### src/rtl/read_buttons_pkg.sv
// read_buttons_pkg: shared definitions for the read_buttons block.
//   state_t        - handshake FSM state encoding (IDLE, DONE)
//   WIDTH_DEF      - default number of buttons / result bits
//   DEBOUNCE_DEF   - default debounce persistence in synchronized cycles
//   cnt_width()    - width of the per-bit debounce counter
package read_buttons_pkg;

   localparam int WIDTH_DEF    = 4;
   localparam int DEBOUNCE_DEF = 16;

   typedef enum logic {
      IDLE = 1'b0,
      DONE = 1'b1
   } state_t;

   // Counter only has to hold 0..DEBOUNCE_CYCLES-1.
   function automatic int cnt_width(input int cycles);
      return $clog2(cycles);
   endfunction

endpackage

### src/rtl/button_debounce.sv
// button_debounce: one button bit -> 2-flop synchronizer -> accepted level.
// Optional feature macro: READ_BUTTONS_DEBOUNCE_EN
//   defined   : a changed level must persist DEBOUNCE_CYCLES synchronized
//               cycles before the stable output follows it.
//   undefined : stable follows the synchronized level one cycle later.
// Ports:
//   __clk     in   clock, rising edge
//   __resetn  in   asynchronous active-low reset
//   button    in   raw asynchronous button level (1 = pressed)
//   stable    out  accepted (debounced) level
module button_debounce
   import read_buttons_pkg::*;
#(
   parameter int DEBOUNCE_CYCLES = DEBOUNCE_DEF
) (
   input  logic __clk,
   input  logic __resetn,
   input  logic button,
   output logic stable
);

   logic sync_q1;
   logic sync_q2;
   logic stable_q;

   always_ff @(posedge __clk or negedge __resetn) begin
      if (!__resetn) begin
         sync_q1 <= 1'b0;
         sync_q2 <= 1'b0;
      end else begin
         sync_q1 <= button;
         sync_q2 <= sync_q1;
      end
   end

`ifdef READ_BUTTONS_DEBOUNCE_EN
   localparam int CW = cnt_width(DEBOUNCE_CYCLES);
   localparam logic [CW-1:0] CNT_TC = CW'(DEBOUNCE_CYCLES - 1);

   logic [CW-1:0] cnt_q;

   // The counter tracks how long sync has disagreed with stable. Holding
   // at CNT_TC with the level still different is the DEBOUNCE_CYCLES-th
   // differing sample, so the new level is accepted there and the counter
   // restarts; it therefore never wraps.
   always_ff @(posedge __clk or negedge __resetn) begin
      if (!__resetn) begin
         cnt_q    <= '0;
         stable_q <= 1'b0;
      end else if (sync_q2 == stable_q) begin
         cnt_q <= '0;
      end else if (cnt_q == CNT_TC) begin
         stable_q <= sync_q2;
         cnt_q    <= '0;
      end else begin
         cnt_q <= cnt_q + 1'b1;
      end
   end
`else
   always_ff @(posedge __clk or negedge __resetn) begin
      if (!__resetn) begin
         stable_q <= 1'b0;
      end else begin
         stable_q <= sync_q2;
      end
   end
`endif

   assign stable = stable_q;

endmodule

### src/rtl/read_buttons.sv
// read_buttons: returns the accepted button levels on a start/valid call.
// Optional feature macro: READ_BUTTONS_DEBOUNCE_EN (debounce in each bit).
// Ports:
//   __clk     in   clock, rising edge
//   __resetn  in   asynchronous active-low reset
//   buttons   in   WIDTH raw asynchronous buttons, 1 = pressed
//   __start   in   call request, sampled only while __idle = 1
//   __result  out  WIDTH registered return value, held between calls
//   __valid   out  one-cycle pulse, __result valid
//   __idle    out  ready to accept __start
//
// state | meaning
// IDLE  | waiting for __start; __idle = 1
// DONE  | __result just loaded; __valid = 1, __start ignored
module read_buttons
   import read_buttons_pkg::*;
#(
   parameter int WIDTH           = WIDTH_DEF,
   parameter int DEBOUNCE_CYCLES = DEBOUNCE_DEF
) (
   input  logic             __clk,
   input  logic             __resetn,
   input  logic [WIDTH-1:0] buttons,
   input  logic             __start,
   output logic [WIDTH-1:0] __result,
   output logic             __valid,
   output logic             __idle
);

   logic [WIDTH-1:0] stable;
   state_t           state_q;
   state_t           state_d;
   logic             load;

   for (genvar i = 0; i < WIDTH; i++) begin : g_bit
      button_debounce #(
         .DEBOUNCE_CYCLES(DEBOUNCE_CYCLES)
      ) u_deb (
         .__clk   (__clk),
         .__resetn(__resetn),
         .button  (buttons[i]),
         .stable  (stable[i])
      );
   end

   always_ff @(posedge __clk or negedge __resetn) begin
      if (!__resetn) begin
         state_q <= IDLE;
      end else begin
         state_q <= state_d;
      end
   end

   always_comb begin
      state_d = state_q;
      load    = 1'b0;
      case (state_q)
         IDLE: begin
            if (__start) begin
               state_d = DONE;
               load    = 1'b1;
            end
         end
         DONE:    state_d = IDLE;
         default: state_d = IDLE;
      endcase
   end

   // Captures stable as it is before this edge, so a coincident stable
   // update is returned on the next call, not this one.
   always_ff @(posedge __clk or negedge __resetn) begin
      if (!__resetn) begin
         __result <= '0;
      end else if (load) begin
         __result <= stable;
      end
   end

   assign __idle  = (state_q == IDLE);
   assign __valid = (state_q == DONE);

endmodule

### config.mk
export PLATFORM = sky130hd
export DESIGN_NAME = read_buttons
export DESIGN_NICKNAME = d
export VERILOG_FILES = /design/src/rtl/read_buttons_pkg.sv /design/src/rtl/button_debounce.sv /design/src/rtl/read_buttons.sv
export SDC_FILE = /design/constraint.sdc
export NUM_CORES = 1
export LEC_CHECK = 0
export BUFFER_PORTS_ARGS = -buffer_cell sky130_fd_sc_hd__clkbuf_2
export CORE_AREA = 2 2 39 41
export CTS_CLUSTER_DIAMETER = 200
export DETAILED_ROUTE_END_ITERATION = 10
export DIE_AREA = 0 0 41 43
export HOLD_SLACK_MARGIN = 0.05
export PLACE_DENSITY = 0.71
export SLEW_MARGIN = 20
export SYNTH_ARGS = -nofsm -noshare
export SYNTH_HDL_FRONTEND = slang
export SYNTH_SLANG_ARGS = --single-unit
### constraint.sdc
create_clock -name __clk -period 2.65 [get_ports __clk]
set_input_delay 0.3975 -clock __clk [delete_from_list [all_inputs] [get_ports __clk]]
set_output_delay 0.3975 -clock __clk [all_outputs]
set_load 0.005 [all_outputs]
# Yosys cells after proc, flatten, opt, wreduce, memory -nomap -nowiden
# Cells that the tools add are included.
word_totals:
  in_bits: 7
  ff_bits: 17
op_classes:
  muxes: 3
  n_bitwise: 1
op_table:
  columns: ["operator", "count"]
  rows:
  - ["$mux W1", 2]
  - ["$pmux W1 S2", 1]
  - ["$not A1 Y1", 1]

# Depth between registers and ports, before layout
# Gate-level depths: netlist (run 1).
depth:
  ltp_word: 2
  depth_mapped: 3
  depth_no_buf: 2

# Cells and area by module
# From an unflattened synthesis (run 1), not the netlist that was laid out.
hier_totals:
  cells_unflattened: 24
  area_unflattened_um2: 506.7
by_module_without_submodules:
  columns: ["mod", "instances", "area_each_um2", "cells_per_inst"]
  rows:
  - ["button_debounce", 4, 75.1, 3]
  - ["read_buttons", 1, 206.4, 12]

# Least setup slack after synthesis (run 1)
# No wires, ideal clock.
synth_path:
  path_kind: "input to register"
  startpoint: "input __start"
  endpoint: "register __result[0]"
  path_stages: 3
  setup_slack_ps: 1575
  path_buffers: 1
  arrival_ps: 950
  path_cell_list: "nor2b_1 buf_6 mux2_4"
synth_via:
  elab_chain_cells: 2
synth_rtl:
  columns: ["item", "line_no", "source"]
  rows:
  - ["from (decl)", "read_buttons.sv:24", "input logic __start,"]
  - ["$mux W1", "read_buttons.sv:59", "if (__start) begin"]
  - ["$mux W1", "read_buttons.sv:57", "case (state_q)"]
  - ["net load", "read_buttons.sv:33", "logic load;"]
  - ["to (signal assigned)", "read_buttons.sv:75", "__result <= stable;"]
  - ["to (decl)", "read_buttons.sv:25", "output logic [WIDTH-1:0] __result,"]
# The timed path passes the listed nets, and every way through them passes these cells.
# A chain may end at the register's enable or synchronous reset.

# Worst setup path in the final report (run 1)
layout_path:
  startpoint: "register state_q (netlist: __valid)"
  endpoint: "register __result[0]"
layout_via:
  elab_chain_cells: 1
layout_rtl:
  columns: ["item", "line_no", "source"]
  rows:
  - ["from (decl)", "read_buttons.sv:31", "state_t state_q;"]
  - ["from (signal assigned)", "read_buttons.sv:50", "state_q <= state_d;"]
  - ["$mux W1", "read_buttons.sv:57", null]
# Every way passes these cells.

==> flow_summary.json, run 1 <==
{
  "cts_setup_buffers": 0,
  "reg2reg_slack_ns": 1.37,
  "areaGrowthSynthToFinish_pct": 20.7,
  "synth_mux_area_share_pct": 11.9,
  "hold_buffers": 1,
  "fin_setup_tns_ns": 0,
  "fillers": 136,
  "peakVddDrop_uv": 453,
  "coreArea_sq_um": 1380,
  "synth_xor_area_share_pct": 0,
  "synth_area_leaders": "dfrtp_1 84%, mux2_4 12%, buf_6 2.2%, nor2b_1 1.2%, inv_1 0.74%",
  "p_int_mw": 0.362,
  "wl_per_cell_microns": 10.5,
  "cts_resized": 0,
  "clock-sinks": 17,
  "critPathLaunch": "__valid$_DFF_PN0_",
  "wl_met1_microns": 219,
  "drv_cap": 0,
  "numCtsBuffers": 3,
  "layout.cells.non_filler": 56,
  "p_leak_nw": 0.305,
  "cp.required_ns": 2.83,
  "ys_seq_area_share_pct": 84.0,
  "clkSlewWorstSetupHoldPaths_ns": 0.09,
  "hold_class": "in -> reg",
  "die_h_microns": 43,
  "synthAdderAreaFrac_pct": 0,
  "slew_headroom_pct": 66.3,
  "power.switching_mw": 0.0946,
  "r2r-end": "__result[0]$_DFFE_PN0P_",
  "grt_use_total_pct": 9.39,
  "power_frac_comb_pct": 8.7,
  "die_area_sq_um": 1760,
  "tightestPinTransition_ns": 0.505,
  "reg2regPathDepth": 2,
  "timing.final.hold_violations": 0,
  "synth_area_sq_um": 507,
  "vias": 240,
  "synth_top_cell_by_area": "dfrtp_1",
  "dr_wl_met2_microns": 282,
  "r2r-start": "__valid$_DFF_PN0_",
  "synth-compound-area-share_pct": 0,
  "rsz0062_at_grt": "false",
  "root_buffer": "clkbuf_4",
  "h-tree-depth": 1,
  "yosys_warnings": 0,
  "antenna_found_initial": 0,
  "first_global_vias": 239,
  "skew_ns": 0.00484,
  "critPathCapture": "__result[0]$_DFFE_PN0P_",
  "synth_top_family_by_area": "multiplexers",
  "num_io_pins": 13,
  "layout_common_cells": "17 x dfrtp_1, 12 x clkbuf_2, 4 x mux2_4",
  "powerDensity_nw_per_um2": 746,
  "worstPathArrival_ns": 1.45,
  "outcome": "finished clean",
  "synth_top_area_share_pct": 84.0,
  "fp.dieW_microns": 41,
  "setup_viol": 0,
  "grt-ovfl-total": 0,
  "min_period_over_period_pct": 48.2,
  "via_per_inst": 4.29,
  "p_clk_share_pct": 28.5,
  "antenna_cells": 0,
  "grt_max_degree": 18,
  "worst-path-max-fanout": 5,
  "ys_seq_elements": 17,
  "endpoint_kind": "flip-flop",
  "drc": 0,
  "layout_commonest_cell": "dfrtp_1",
  "syn_avg_cell_area_sq_um": 21.1,
  "path_class": "reg -> reg",
  "drt_iter0_drc": 0,
  "cts_tree": "built",
  "wl_microns": 588,
  "max_freq_ghz": 0.783,
  "syn_nets": 31,
  "clk_path_buf_depth": 2,
  "placed_cells": 51,
  "nets": 48,
  "drv_slew": 0,
  "start_util_pct": 36.6,
  "routabilityCongestion": 0.587,
  "met3_length_microns": 80,
  "row_count": 14,
  "ys_types": 5,
  "fin_crit_ns": 1.28,
  "io_buffer_count": 12,
  "topRoutingLayerUsed": "met4",
  "grt_pass1_wl_microns": 986,
  "clock_latency_ns": 0.28,
  "ant_nets": 0,
  "switching_share_pct": 20.7,
  "power_frac_seq_pct": 62.8,
  "synthSimpleGateAreaFrac_pct": 1.23,
  "netlist_instances": 24,
  "start_kind": "flip-flop",
  "drive_gt1_share_pct": 47.5,
  "first_pass_iters": 1
}
==> sequential cells by signal (all words and copies together) (netlist names) <==
register             flops
g_bit.u_deb.sync_q2      4
g_bit.u_deb.stable       4
__result                 4
__valid                  1
g_bit.u_deb.sync_q1      4
==> power by group through the flow <==
stage          registers (mW)  logic [mW]  clock network [mW]
2_1_floorplan           0.291      0.0197                   0
3_3_place_gp            0.291      0.0386                   0
3_5_place_dp            0.292      0.0395                   0
4_1_cts                 0.287      0.0407               0.138
5_1_grt                 0.289      0.0448               0.145
6_report                0.286      0.0397               0.130
==> layout make-up <==
cell class | count | area, sq um | share of cell area, %
timing repair buffer | 13 | 70.1 | 11.5
inverter | 1 | 3.75 | 0.613
sequential | 17 | 425 | 69.5
clock buffer | 4 | 26.3 | 4.29
tap | 16 | 20.0 | 3.27
multi-input combinational | 5 | 66.3 | 10.8
==> worst max-delay path, stage by stage, from the launching register on <==
cell and delay [ns]:
dfrtp_1 0.41, nor2b_1 0.42, mux2_4 0.34
==> cell usage after synthesis (all sizes together) <==
library cell / n
buf: 1
inv: 1
dfrtp: 17
nor2b: 1
mux2: 4
==> kinds of logic (layout without fill, tap and decap cells) <==
logic type             Yosys count  after routing
multiplexers                     4              4
buffers and inverters            2             18
AND/OR/NAND/NOR                  1              1
flip-flops                      17             17
==> metal layers <==
layer / GRT usage, % / vias to the layer above
met2: 12.8 / 15
met3: 9.42 / 2
met4: 4.00 / 0
met5: 0 / -
met1: 9.15 / 117
li1: - / 106
==> per-stage QoR <==
step	setup WS (ns)	hold WS, ns	power, mW	util [%]	cell area, sq um
final	1.37	0.219	0.456	44.2	612
after global routing	1.27	0.199	0.480	44.2	612
after CTS	1.34	0.206	0.465	44.2	612
after detailed placement	1.27	0.336	0.332	41.6	576
after global placement	1.30	0.332	0.330	41.6	576
after floorplan	1.57	0.102	0.311	-	507
==> worst min path at each step <==
stage | end | slack (ns) | from | cells past startpoint
finish | g_bit[0].u_deb.sync_q1$_DFF_PN0_ | 0.22 | buttons[0] | 1
global route | g_bit[3].u_deb.sync_q1$_DFF_PN0_ | 0.20 | buttons[3] | 1
CTS | g_bit[3].u_deb.sync_q1$_DFF_PN0_ | 0.21 | buttons[3] | 1
detailed placement | __result[3]$_DFFE_PN0P_ | 0.34 | __resetn | 1
global placement | __result[3]$_DFFE_PN0P_ | 0.33 | __resetn | 1
floorplan | __result[0]$_DFFE_PN0P_ | 0.10 | __resetn | 0
(Power assumes the default switching activity.)
==> inputs of run 2 (changes only) <==
- PLACE_DENSITY: 0.71 -> 0.73
- clock period: 2.65 -> 1.1 ns (I/O delays scaled with it)
==> flow_summary.json, run 2 (synthesized netlist as in run 1, its figures left out) <==
{
  "grt_pass1_wl_microns": 1080,
  "start_kind": "flip-flop",
  "hold_class": "in -> reg",
  "slew_headroom_pct": 73.3,
  "fillers": 130,
  "multi_input_area_sq_um": 66.3,
  "skew_ns": 0.000831,
  "drv_cap": 0,
  "fp.dieW_microns": 41,
  "antenna_cells": 0,
  "clock_latency_ns": 0.28,
  "outcome": "finished clean",
  "via_per_inst": 4.21,
  "die_area_sq_um": 1760,
  "peakVddDrop_uv": 1000,
  "finalPower_mw": 1.11,
  "cts_tree": "built",
  "fin_util_pct": 47.7,
  "start_util_pct": 36.6,
  "worstPathArrival_ns": 1.25,
  "h-tree-depth": 1,
  "powerDensity_nw_per_um2": 1690,
  "wl_per_cell_microns": 10.3,
  "routabilityCongestion": 0.545,
  "numCtsBuffers": 3,
  "coreArea_sq_um": 1380,
  "root_buffer": "clkbuf_4",
  "antenna_found_initial": 0,
  "placed_cells": 52,
  "cts_setup_buffers": 0,
  "rsz0062_at_grt": "true",
  "p_leak_nw": 0.330,
  "layout.cells.non_filler": 61,
  "fin_crit_ns": 1.08,
  "grt_max_degree": 18,
  "path_buf_inv": 1,
  "final-seq-area_sq_um": 425,
  "nets": 53,
  "first_global_vias": 270,
  "num_io_pins": 13,
  "cp.required_ns": 1.27,
  "areaGrowthSynthToFinish_pct": 30.4,
  "io_buffer_count": 12,
  "ant_nets": 0,
  "timing.final.hold_violations": 0,
  "vias": 257,
  "drv_slew": 0,
  "layout_common_cells": "17 x dfrtp_1, 12 x clkbuf_2, 5 x dlygate4sd3_1",
  "min_period_over_period_pct": 98.4,
  "first_pass_iters": 1,
  "worst-path-max-fanout": 5,
  "endpoint_kind": "flip-flop",
  "drc": 0,
  "max_freq_ghz": 0.924,
  "grt_use_total_pct": 10.2,
  "path_cells": "nor2b_1 > buf_4 > mux2_4",
  "tightestPinTransition_ns": 0.400,
  "finalInstanceArea_sq_um": 661,
  "setup_viol": 0,
  "drive_gt1_share_pct": 46.7,
  "layout_commonest_cell": "dfrtp_1",
  "clock-sinks": 17,
  "clk_path_buf_depth": 2,
  "cp_slowest_stage_delay_ns": 0.40,
  "wl_microns": 628,
  "drt_iter0_drc": 0,
  "die_h_microns": 43,
  "holdWs_ns": 0.270,
  "clkSlewWorstSetupHoldPaths_ns": 0.09,
  "grt-ovfl-total": 0,
  "row_count": 14,
  "cpLargestDelayFamily": "flip-flops",
  "slowest_stage": "dfrtp_1",
  "dpl_cell_area_sq_um": 583,
  "path_class": "reg -> reg"
}
## run 2: cell count changes in the layout (fill, tap and decap cells not counted), sizes merged
cell / delta
dlygate4sd3: +4
buf: +1
clkbuf: -1
clkinv: +1
## run 2: area by class of cell
cell class | count | share of cell area, %
flip-flops and latches | 17 | 64.4
repair buffers | 18 | 17.8
multi-input cells | 5 | 10.0
clock buffers | 3 | 3.41
well taps | 16 | 3.03
clock inverters | 1 | 0.758
inverters | 1 | 0.568
## run 2: metal layers
layer | GRT usage (%) | wire length (microns)
met1 | 12.0 | 256
met2 | 12.8 | 299
met3 | 4.71 | 44
met4 | 10.0 | 27
met5 | 0 | 0
## run 2: worst min-delay path, stage by stage
cell	delay, ns
clkbuf_2	0.07
nor2b_1	0.12
buf_4	0.15
## run 2: worst paths after layout
path | startpoint | endpoint | slack [ns] | depth (start not counted)
max | __valid$_DFF_PN0_ | __result[2]$_DFFE_PN0P_ | 0.02 | 3
min | __start | __valid$_DFF_PN0_ | 0.27 | 3
max reg2reg | __valid$_DFF_PN0_ | __result[2]$_DFFE_PN0P_ | 0.02 | 3
min reg2reg | g_bit[3].u_deb.sync_q1$_DFF_PN0_ | g_bit[3].u_deb.sync_q2$_DFF_PN0_ | 0.35 | 0
max in group asynchronous | __resetn | g_bit[3].u_deb.sync_q1$_DFF_PN0_ | 0.49 | 2
min in group asynchronous | __resetn | __result[2]$_DFFE_PN0P_ | 0.33 | 2
## run 2: power breakdown
part / internal [mW] / leakage (nW) / switching (mW)
sequential: 0.671 / 0.199 / 0.0182
combinational: 0.0718 / 0.113 / 0.0404
clock: 0.135 / 0.0177 / 0.178
total: 0.877 / 0.330 / 0.237
## run 2: repair_timing
| action | 4_1_cts | 5_1_grt |
|---|---|---|
| hold endpoints to repair | 21 | 0 |
| setup endpoints to repair | 0 | 4 |
| gates resized for setup | 0 | 0 |
| hold buffers | 5 | 0 |
## run 2: metrics by stage
stage	TNS, ns	setup slack (ns)
floorplan	0	0.0394
detailed placement	0	0.0307
CTS	0	0.00931
global placement	0	0.0501
finish	0	0.0181
global route	-0.175	-0.0469
